===== src/rtl/neuron_pkg.sv =====
// neuron_pkg: shared types, widths and arithmetic helpers for the LIF neuron and STDP blocks.
package neuron_pkg;
   localparam int MEM_W = 8;

   typedef enum logic {ST_INTEGRATE, ST_REFRACTORY} state_t;

   function automatic logic [MEM_W-1:0] sat_add(input logic [MEM_W-1:0] a, input logic [MEM_W-1:0] b);
      logic [MEM_W:0] s;
      s = {1'b0, a} + {1'b0, b};
      return s[MEM_W] ? {MEM_W{1'b1}} : s[MEM_W-1:0];
   endfunction
endpackage


===== src/rtl/spike_edge_detect.sv =====
// spike_edge_detect: one-cycle pulse on a rising edge of din; the history register tracks din even while ena is low.
module spike_edge_detect (
   input  logic clk,
   input  logic rst_n,
   input  logic ena,
   input  logic din,
   output logic pulse
);
   logic q;

   always_ff @(posedge clk or negedge rst_n)
      if (!rst_n) q <= 1'b0;
      else        q <= din;

   assign pulse = din & ~q & ena;
endmodule


===== src/rtl/lif_neuron.sv =====
// lif_neuron: leaky integrate-and-fire neuron with shift leak, saturating integration,
// refractory period and a saturating fire counter.
module lif_neuron
   import neuron_pkg::*;
#(
   parameter logic [MEM_W-1:0] THRESHOLD       = 8'd200,
   parameter logic [MEM_W-1:0] RESET_POTENTIAL = 8'd0,
   parameter int unsigned      LEAK_SHIFT      = 3,
   parameter int unsigned      LEAK_PERIOD     = 16,
   parameter int unsigned      REFRACTORY      = 8
) (
   input  logic             clk,
   input  logic             rst_n,
   input  logic             ena,
   input  logic             pre_spike,
   input  logic [MEM_W-1:0] weight,
   output logic             post_spike,
   output logic [MEM_W-1:0] membrane,
   output logic             refractory,
   output logic [MEM_W-1:0] spike_count
);
   localparam int LW = (LEAK_PERIOD > 1) ? $clog2(LEAK_PERIOD) : 1;

   state_t           state;
   logic [LW-1:0]    leak_cnt;
   logic [7:0]       refr_cnt;
   logic             pre_event;
   logic             leak_tick;
   logic [MEM_W-1:0] leak;
   logic [MEM_W-1:0] sum;
   logic             fire;

   spike_edge_detect u_edge (
      .clk   (clk),
      .rst_n (rst_n),
      .ena   (ena),
      .din   (pre_spike),
      .pulse (pre_event)
   );

   // Leak comes off the old membrane before the weight is added; the subtraction cannot underflow.
   assign leak_tick  = (leak_cnt == LW'(LEAK_PERIOD - 1));
   assign leak       = leak_tick ? (membrane >> LEAK_SHIFT) : '0;
   assign sum        = sat_add(membrane - leak, pre_event ? weight : '0);
   assign fire       = (sum >= THRESHOLD);
   assign refractory = (state == ST_REFRACTORY);

   always_ff @(posedge clk or negedge rst_n)
      if (!rst_n) begin
         state       <= ST_INTEGRATE;
         membrane    <= RESET_POTENTIAL;
         post_spike  <= 1'b0;
         spike_count <= '0;
         leak_cnt    <= '0;
         refr_cnt    <= '0;
      end else begin
         post_spike <= 1'b0;
         if (ena) begin
            leak_cnt <= leak_tick ? '0 : leak_cnt + 1'b1;
            if (state == ST_INTEGRATE) begin
               if (fire) begin
                  post_spike  <= 1'b1;
                  membrane    <= RESET_POTENTIAL;
                  spike_count <= sat_add(spike_count, 8'd1);
                  if (REFRACTORY > 0) begin
                     state    <= ST_REFRACTORY;
                     refr_cnt <= 8'(REFRACTORY - 1);
                  end
               end else begin
                  membrane <= sum;
               end
            end else begin
               refr_cnt <= refr_cnt - 1'b1;
               if (refr_cnt == '0) state <= ST_INTEGRATE;
            end
         end
      end
endmodule


===== config.mk =====
export PLATFORM = sky130hd
export DESIGN_NAME = lif_neuron
export DESIGN_NICKNAME = d
export VERILOG_FILES = /design/src/rtl/neuron_pkg.sv /design/src/rtl/spike_edge_detect.sv /design/src/rtl/lif_neuron.sv
export SDC_FILE = /design/constraint.sdc
export NUM_CORES = 1
export LEC_CHECK = 0
export CAP_MARGIN = 40
export CORE_UTILIZATION = 61
export CTS_BUF_LIST = sky130_fd_sc_hd__clkbuf_8
export DETAILED_ROUTE_END_ITERATION = 10
export PLACE_DENSITY = 0.89
export SLEW_MARGIN = 20
export SYNTH_ARGS = -nofsm -noshare
export SYNTH_HDL_FRONTEND = slang
export SYNTH_SLANG_ARGS = --single-unit

===== constraint.sdc =====
create_clock -name clk -period 8.1 [get_ports clk]
set_input_delay 1.62 -clock clk [delete_from_list [all_inputs] [get_ports clk]]
set_output_delay 1.62 -clock clk [all_outputs]
set_load 0.02 [all_outputs]

======== After elaboration in Yosys (flattened, before gate mapping) ========
Cells that the tools add are included.
word-level totals
  register bits after elaboration ......... 31
  word-level logic and storage cells ...... 36
  output and inout bits ................... 18
  input bits .............................. 12
cells by class
  equality and inequality tests ........... 1
  multiplexer cells ....................... 13
  add/sub/neg operators ................... 5
  reductions and logical operators ........ 5
  bitwise gates (word level) .............. 4
  $lt $le $gt $ge ......................... 1
operator list
  cell                   number
  $mux W8                6
  $add A8 B1 Y9 const B  1
  $add A8 B8 Y9          1
  $ge A8 B8 Y1 const B   1
  $logic_not A8 Y1       1
  $sub A8 B1 Y8 const B  1
  $sub A8 B5 Y8          1
  $mux W1                5
  $mux W5                1
  $add A4 B1 Y4 const B  1
  $eq A4 B4 Y1 const B   1
  $mux W4                1
  $reduce_and A2 Y1      2
  $reduce_and A3 Y1      1
  $and A1 B1 Y1          2
  $not A1 Y1             2
  $reduce_bool A2 Y1     1

======== Depth between registers and ports, before layout ========
Gate-level depths: netlist of run 1.
  word-level depth ........................ 10
  mapped depth ............................ 22
  mapped depth without buffers ............ 20

======== By module ========
A second synthesis of run 1 with hierarchy kept.
unflattened totals
  cell total of the unflattened synthesis .. 234
  area total of the unflattened synthesis .. 2134.5 sq um
by module, submodules not included
  module             times used  cells an instance  area an instance (sq um)  seq. area each (sq um)
  lif_neuron         1           232                2100.8                    750.7
  spike_edge_detect  1           2                  33.8                      25.0

======== Worst setup path after synthesis of run 1 ========
Ideal clock, no wire load.
  path kind ............................... input port to flip-flop
  from .................................... input pre_spike
  to ...................................... register spike_count[6]
  arrival time ............................ 4.304 ns
  path buffers ............................ 2
  library setup time ...................... 0.125 ns
  data required time ...................... 7.975 ns
  slack ................................... 3.671 ns
  cell stages on the path ................. 14
  path through ............................ and3b_1 > clkbuf_1 > and2_1 > ha_1 > inv_1 > fa_1 > and2b_1 > o2111ai_2 > and2_1 > o221a_1 > a211oi_2 > buf_6 > nand4_2 > mux2_4
between the ends
  cells in the longest elaborated chain, start to end .. 7
RTL lines
  item                                RTL line                 RTL
  from (decl)                         lif_neuron.sv:15         input logic pre_spike,
  $and A1 B1 Y1 (2 in a row)          spike_edge_detect.sv:15  assign pulse = din & ~q & ena;
  $mux W8                             lif_neuron.sv:44         assign sum = sat_add(membrane - leak, pre_event ? weight : '0);
  $add A8 B8 Y9                       neuron_pkg.sv:9          s = {1'b0, a} + {1'b0, b};
  $mux W8                             neuron_pkg.sv:10         return s[MEM_W] ? {MEM_W{1'b1}} : s[MEM_W-1:0];
  $ge A8 B8 Y1                        lif_neuron.sv:45         assign fire = (sum >= THRESHOLD);
  $reduce_and A3 Y1 (no source line)  n/a
  to (signal assigned)                lif_neuron.sv:64         spike_count <= sat_add(spike_count, 8'd1);
  to (decl)                           lif_neuron.sv:20         output logic [MEM_W-1:0] spike_count
Every way passes these cells.
A chain may end at the register's enable or synchronous reset.

======== Final worst setup path of run 1 ========
  from .................................... input ena
  to ...................................... register refr_cnt[3]
between the ends
  cells in the longest elaborated chain, start to end .. 7
RTL lines
  item                                  RTL line                 RTL
  from (decl)                           lif_neuron.sv:14         input logic ena,
  $and A1 B1 Y1                         spike_edge_detect.sv:15
  $mux W8                               lif_neuron.sv:44
  $add A8 B8 Y9                         neuron_pkg.sv:9
  $mux W8                               neuron_pkg.sv:10
  $ge A8 B8 Y1                          lif_neuron.sv:45
  $reduce_bool A2 Y1 (no source line)   n/a
  $reduce_and A2 Y1 (no source line) *  n/a
  to (signal assigned)                  lif_neuron.sv:67         refr_cnt <= 8'(REFRACTORY - 1);
  to (signal assigned)                  lif_neuron.sv:73         refr_cnt <= refr_cnt - 1'b1;
  to (decl)                             lif_neuron.sv:26         logic [7:0] refr_cnt;
Every way passes the cells marked *; elsewhere a longest branch is shown, timed or not.

==> results.json, run 1 <==
{
  "clock-root-buffer": "clkbuf_8",
  "muxShareOfSynthArea": 0.0613,
  "die_w_um": 62.1,
  "drtIter0Drc": 96,
  "dp_cells": 314,
  "synth_edf_count": 0,
  "finalWorstSetupSlack_ns": 2.38,
  "clockBufferDepth": 2,
  "dieArea_um2": 3860,
  "synth_fa_ha_area_frac": 0.109,
  "tightest_slew_ns": 0.750,
  "worst-path-max-fanout": 15,
  "antenna_found_initial": 0,
  "status": "completed",
  "dieHeight_um": 62.1,
  "clock_skew_ns": 0.0110,
  "drc": 0,
  "synth_top_area_frac": 0.352,
  "nNetsFinal": 305,
  "cts_hold_buffers": 0,
  "fill_cells": 229,
  "fp-row-count": 21,
  "start_util": 0.651,
  "fin_crit_ns": 5.72,
  "criticalPathCategory": "in -> reg",
  "synth-compound-area-share": 0.175,
  "r2r_start": "leak_cnt[0]$_DFFE_PN0P_",
  "diodes": 0,
  "grt_pass1_wl_um": 7870,
  "p_leak_nw": 1.22,
  "via_per_inst": 5.88,
  "synth_top_family_by_area": "simple AND/OR/NAND/NOR gates",
  "max_slew_margin": 0.499,
  "ys_types": 53,
  "wirelength_um": 4590,
  "critPathLaunchType": "input pin",
  "multi_input_area_um2": 1320,
  "whs_ns": 0.489,
  "syn-cell-area_um2": 2210,
  "clk_pin_slew_ns": 0.06,
  "worstPathRequired_ns": 8.27,
  "rsz0062_at_grt": "false",
  "syn_inst": 246,
  "htreeDepth": 2,
  "clkLatencyLatePin_ns": 0.29,
  "io_buffers": 29,
  "yosys_warnings": 0,
  "crit_start": "ena",
  "grt_pass1_vias": 1830,
  "hold_class": "reg -> reg",
  "synth_common_cells": "nand2_1 (32), dfrtp_1 (31), inv_1 (18), ha_1 (16), nor2_1 (14)",
  "cts_tree": "yes",
  "grt_max_degree": 32,
  "clock.fmax_ghz": 0.175,
  "finalNonFillerCells": 322,
  "synth_xor_area_frac": 0.0357,
  "synth_ff_type": "dfrtp_1",
  "drive_gt1_frac": 0.0725,
  "cellPowerDensity_nw_per_um2": 384,
  "yosysTopAreaCell": "dfrtp_1",
  "synthSimpleGateAreaFrac": 0.216,
  "yosysMostFrequentCell": "nand2_1",
  "drt_first_pass_iters": 4,
  "min-delay-start": "leak_cnt[3]$_DFFE_PN0P_",
  "maxCapViolCount": 0,
  "setup_viol_count_final": 0,
  "synthTopCellsByArea": "dfrtp_1 (35%), ha_1 (9.1%), nand2_1 (5.4%)",
  "total_power_mw": 1.01,
  "core_area_um2": 3390,
  "dp_hpwl_um": 3370,
  "ys_seq_area_frac": 0.352,
  "grt.total_usage": 0.259,
  "cts_resized": 0,
  "syn_nets": 276,
  "fin_crit_sh": 0.706,
  "ir_drop_mv": 0.219,
  "post-place-ws_ns": 2.08,
  "io_pins": 30,
  "grt_overflow": 0,
  "hold_viol": 0,
  "post-route-util": 0.775,
  "cts_buffers": 5,
  "area_growth_pct": 19.1,
  "place.gp.congestion": 0.811,
  "finalMaxSlewViolations": 0,
  "cts_num_sinks": 31,
  "worstSetupEndpointType": "flip-flop",
  "final.setup.tns_ns": 0,
  "avgRoutedWirePerCell_um": 14.2,
  "vias": 1894,
  "synth.avg_cell_area_um2": 8.97,
  "synthArstFlopShare": 1.00,
  "ys_seq_elements": 31,
  "finalInstanceArea_um2": 2630,
  "ant_nets": 0,
  "crit_arrival_ns": 5.89,
  "dpl_cell_area_um2": 2530,
  "seq_area_um2": 776,
  "post_cts_buffers": 0
}
-- metal layers --
metal  vias up  part of all wire  global-route usage
met5         -                 0                   0
met2        53              0.49               0.444
met3        10             0.045              0.0588
li1        929                 -                   -
met1       902              0.44               0.301
met4         0             0.026               0.140
-- state kept, by name, indices dropped and copies added, names as in the netlist --
name,cells
refractory,1
spike_count,8
membrane,8
u_edge.q,1
refr_cnt,8
leak_cnt,4
post_spike,1
-- placed cells by master (no fill, tap or decap), types with 4 or more instances in the layout --
master	count
a21o_1	4
a21oi_1	10
and2_1	10
and3_1	5
clkbuf_8	7
clkdlybuf4s50_1	29
dfrtp_1	31
ha_1	16
inv_1	19
mux2_1	5
nand2_1	32
nand3_1	6
nand4_1	4
nor2_1	14
nor2b_1	4
nor3_1	4
o21ai_0	13
o31ai_1	8
xnor2_1	6
-- logic make-up (layout without fill, tap and decap cells) --
family	count (synthesis)	in the layout
xor+xnor	9	9
mux	12	12
fa+ha+maj	18	18
buf+inv	28	58
flops	31	31
compound gates	55	55
simple gates	93	93
-- area by class of cell --
type,count,share of cell area
Clock buffer,7,0.0367
Clock inverter,1,0.00143
Inverter,19,0.0272
Multi-Input combinational cell,187,0.501
Sequential cell,31,0.295
Tap cell,46,0.0219
Timing Repair Buffer,31,0.116
-- where the power goes --
part	leakage (nW)	internal [mW]	switching, mW	total [mW]
Sequential	0.383	0.212	0.0705	0.282
Combinational	0.778	0.265	0.329	0.594
Clock	0.0557	0.0762	0.0558	0.132
Total	1.22	0.553	0.456	1.01
-- critical path, stage by stage --
cell,delay [ns]
clkdlybuf4s50_1,0.79
and3b_1,0.39
and2_1,0.17
ha_1,0.18
inv_1,0.06
fa_1,0.40
and2b_1,0.24
o2111ai_2,0.15
and2_1,0.23
o221a_1,0.32
a211oi_2,0.65
buf_4,0.30
o21ai_2,0.12
a22o_1,0.27
-- final timing paths --
kind | to | slack [ns] | cells past startpoint
hold / removal | leak_cnt[3]$_DFFE_PN0P_ | 0.49 | 1
hold reg to reg | leak_cnt[3]$_DFFE_PN0P_ | 0.49 | 1
max in group asynchronous | spike_count[7]$_DFFE_PN0P_ | 6.07 | 2
setup / recovery | refr_cnt[3]$_DFFE_PN0P_ | 2.38 | 14
setup reg to reg | refr_cnt[3]$_DFFE_PN0P_ | 3.20 | 19
min in group asynchronous | refr_cnt[4]$_DFFE_PN0P_ | 1.74 | 2
Note: power is estimated with default switching activity, not from simulation.
==> run 2: changes to the inputs <==
- CORE_UTILIZATION: 61 -> 57
- PLACE_DENSITY: 0.89 -> 0.84
- clock period: 8.1 -> 5.5 ns (I/O delays scaled with it)
==> results.json, run 2 (synthesis results as in run 1) <==
{
  "status": "completed",
  "cts_hold_buffers": 0,
  "finalWorstSetupSlack_ns": 0.949,
  "drt_first_pass_iters": 4,
  "vias": 1844,
  "clock.fmax_ghz": 0.220,
  "grt_pass1_wl_um": 7580,
  "grt_max_degree": 32,
  "criticalPathCategory": "reg -> reg",
  "post-place-ws_ns": 0.825,
  "worst-path-max-fanout": 20,
  "drive_gt1_frac": 0.0761,
  "largest_registers": "membrane x8, refr_cnt x8, spike_count x8",
  "drc": 0,
  "fp-row-count": 22,
  "p_sw_mw": 0.658,
  "htreeDepth": 2,
  "total_power_mw": 1.46,
  "crit_arrival_ns": 4.70,
  "clk_pin_slew_ns": 0.06,
  "max_stage_delay_ns": 0.40,
  "ir_drop_mv": 0.309,
  "dieArea_um2": 4120,
  "finalMaxSlewViolations": 0,
  "post_cts_buffers": 0,
  "dieHeight_um": 64.2,
  "nNetsFinal": 306,
  "clkPwrFrac": 0.119,
  "regToRegEndpoint": "spike_count[0]$_DFFE_PN0P_",
  "clock-root-buffer": "clkbuf_8",
  "fin_crit_sh": 0.827,
  "max_slew_margin": 0.596,
  "holdPathStages": 1,
  "min-delay-start": "leak_cnt[3]$_DFFE_PN0P_",
  "final_cell_mix": "nand2_1 (32), dfrtp_1 (31), clkdlybuf4s50_1 (29)",
  "r2r_cells": 19,
  "start_util": 0.598,
  "wirelength_um": 4380,
  "setup_viol_count_final": 0,
  "final_common_cell": "nand2_1",
  "cts_num_sinks": 31,
  "maxCapViolCount": 0,
  "tightest_slew_ns": 0.599,
  "sw_frac_of_total": 0.451,
  "clockBufferDepth": 2,
  "hold_class": "reg -> reg",
  "ant_nets": 0,
  "hold_end": "leak_cnt[3]$_DFFE_PN0P_",
  "io_pins": 30,
  "avgRoutedWirePerCell_um": 13.5,
  "antenna_found_initial": 0,
  "io_buffers": 29,
  "final.setup.tns_ns": 0,
  "grt.total_usage": 0.234,
  "critPathLaunchType": "flip-flop",
  "dp_hpwl_um": 3250,
  "cellPowerDensity_nw_per_um2": 556,
  "finalInstanceArea_um2": 2620,
  "p_int_mw": 0.801,
  "area_growth_pct": 18.9,
  "grt_overflow": 0,
  "r2r_start": "leak_cnt[0]$_DFFE_PN0P_",
  "dpl_cell_area_um2": 2540,
  "die_w_um": 64.2,
  "place.gp.congestion": 0.811,
  "worstPathRequired_ns": 5.65,
  "worstSetupEndpointType": "flip-flop",
  "pwr-share-seq": 0.284,
  "cts_tree": "yes",
  "rsz0062_at_grt": "false",
  "cts_resized": 0,
  "core_area_um2": 3690,
  "via_per_inst": 5.69,
  "drtIter0Drc": 114,
  "p_leak_nw": 1.21,
  "fill_cells": 294,
  "grt_pass1_vias": 1743,
  "diodes": 0,
  "critPathMostFrequentCell": "ha_1",
  "cts_buffers": 5,
  "clock_skew_ns": 0.00553,
  "path_cells": "ha_1, and3_1, and2_1, ha_1, inv_1, fa_1, a21oi_1, nor2_1, nor2_1, xnor2_1, ha_1, a21o_1, a21oi_1, and2_1, o211ai_1, a211oi_2, buf_4, nand2_2, mux2_1",
  "r2r_slack_ns": 0.95,
  "fin_crit_ns": 4.55,
  "crit_slowest_cell": "dfrtp_1",
  "hold_viol": 0,
  "clkLatencyLatePin_ns": 0.27,
  "pwr-share-comb": 0.596
}
## run 2: routing by layer
| metal | vias up | wire length, um | track usage |
|---|---|---|---|
| met5 | - | 0 | 0 |
| met2 | 29 | 2050 | 0.399 |
| met1 | 878 | 2170 | 0.312 |
| li1 | 934 | - | - |
| met3 | 3 | 144 | 0.0500 |
| met4 | 0 | 14 | 0.0361 |
## run 2: power groups by stage
stage	Sequential (mW)	Clock [mW]	Combinational, mW
final	0.415	0.174	0.870
after global routing	0.430	0.191	0.966
after CTS	0.415	0.180	0.863
after detailed placement	0.418	0	0.855
after global placement	0.416	0	0.841
after floorplan	0.436	0	0.613
## run 2: cell type report
type	count	area, um^2	share of cell area
well taps	48	60.1	0.0229
clock inverters	1	5.00	0.00191
multi-input cells	187	1320	0.502
repair buffers	32	313	0.119
flip-flops and latches	31	776	0.296
clock buffers	6	82.6	0.0315
inverters	19	71.3	0.0272
## run 2: worst max path at each step
stage | start | to | slack, ns | cells after the start
after floorplan | leak_cnt[0]$_DFFE_PN0P_ | spike_count[6]$_DFFE_PN0P_ | 1.47 | 18
after global placement | ena | spike_count[6]$_DFFE_PN0P_ | 0.90 | 14
after detailed placement | ena | spike_count[0]$_DFFE_PN0P_ | 0.83 | 14
after CTS | leak_cnt[0]$_DFFE_PN0P_ | spike_count[0]$_DFFE_PN0P_ | 1.00 | 19
after global routing | leak_cnt[0]$_DFFE_PN0P_ | spike_count[5]$_DFFE_PN0P_ | 0.66 | 19
final | leak_cnt[0]$_DFFE_PN0P_ | spike_count[0]$_DFFE_PN0P_ | 0.95 | 19
## run 2: stage by stage
| stage | instances | hold WS, ns | util |
|---|---|---|---|
| floorplan | 246 | 0.443 | - |
| global placement | 317 | 0.467 | 0.688 |
| detailed placement | 317 | 0.470 | 0.688 |
| CTS | 324 | 0.481 | 0.711 |
| global route | 324 | 0.500 | 0.711 |
| finish | 324 | 0.476 | 0.711 |
## run 2: critical path: cells and delay by family (launching register included)
kind	cells	cell delay, ns
muxes	1	0.34
DFF	1	0.40
AOI/OAI and AO/OA	5	1.05
and+or+nand+nor	6	1.04
buffers and inverters	2	0.33
xor gates and xnor gates	1	0.12
adders and majority gates	4	1.13
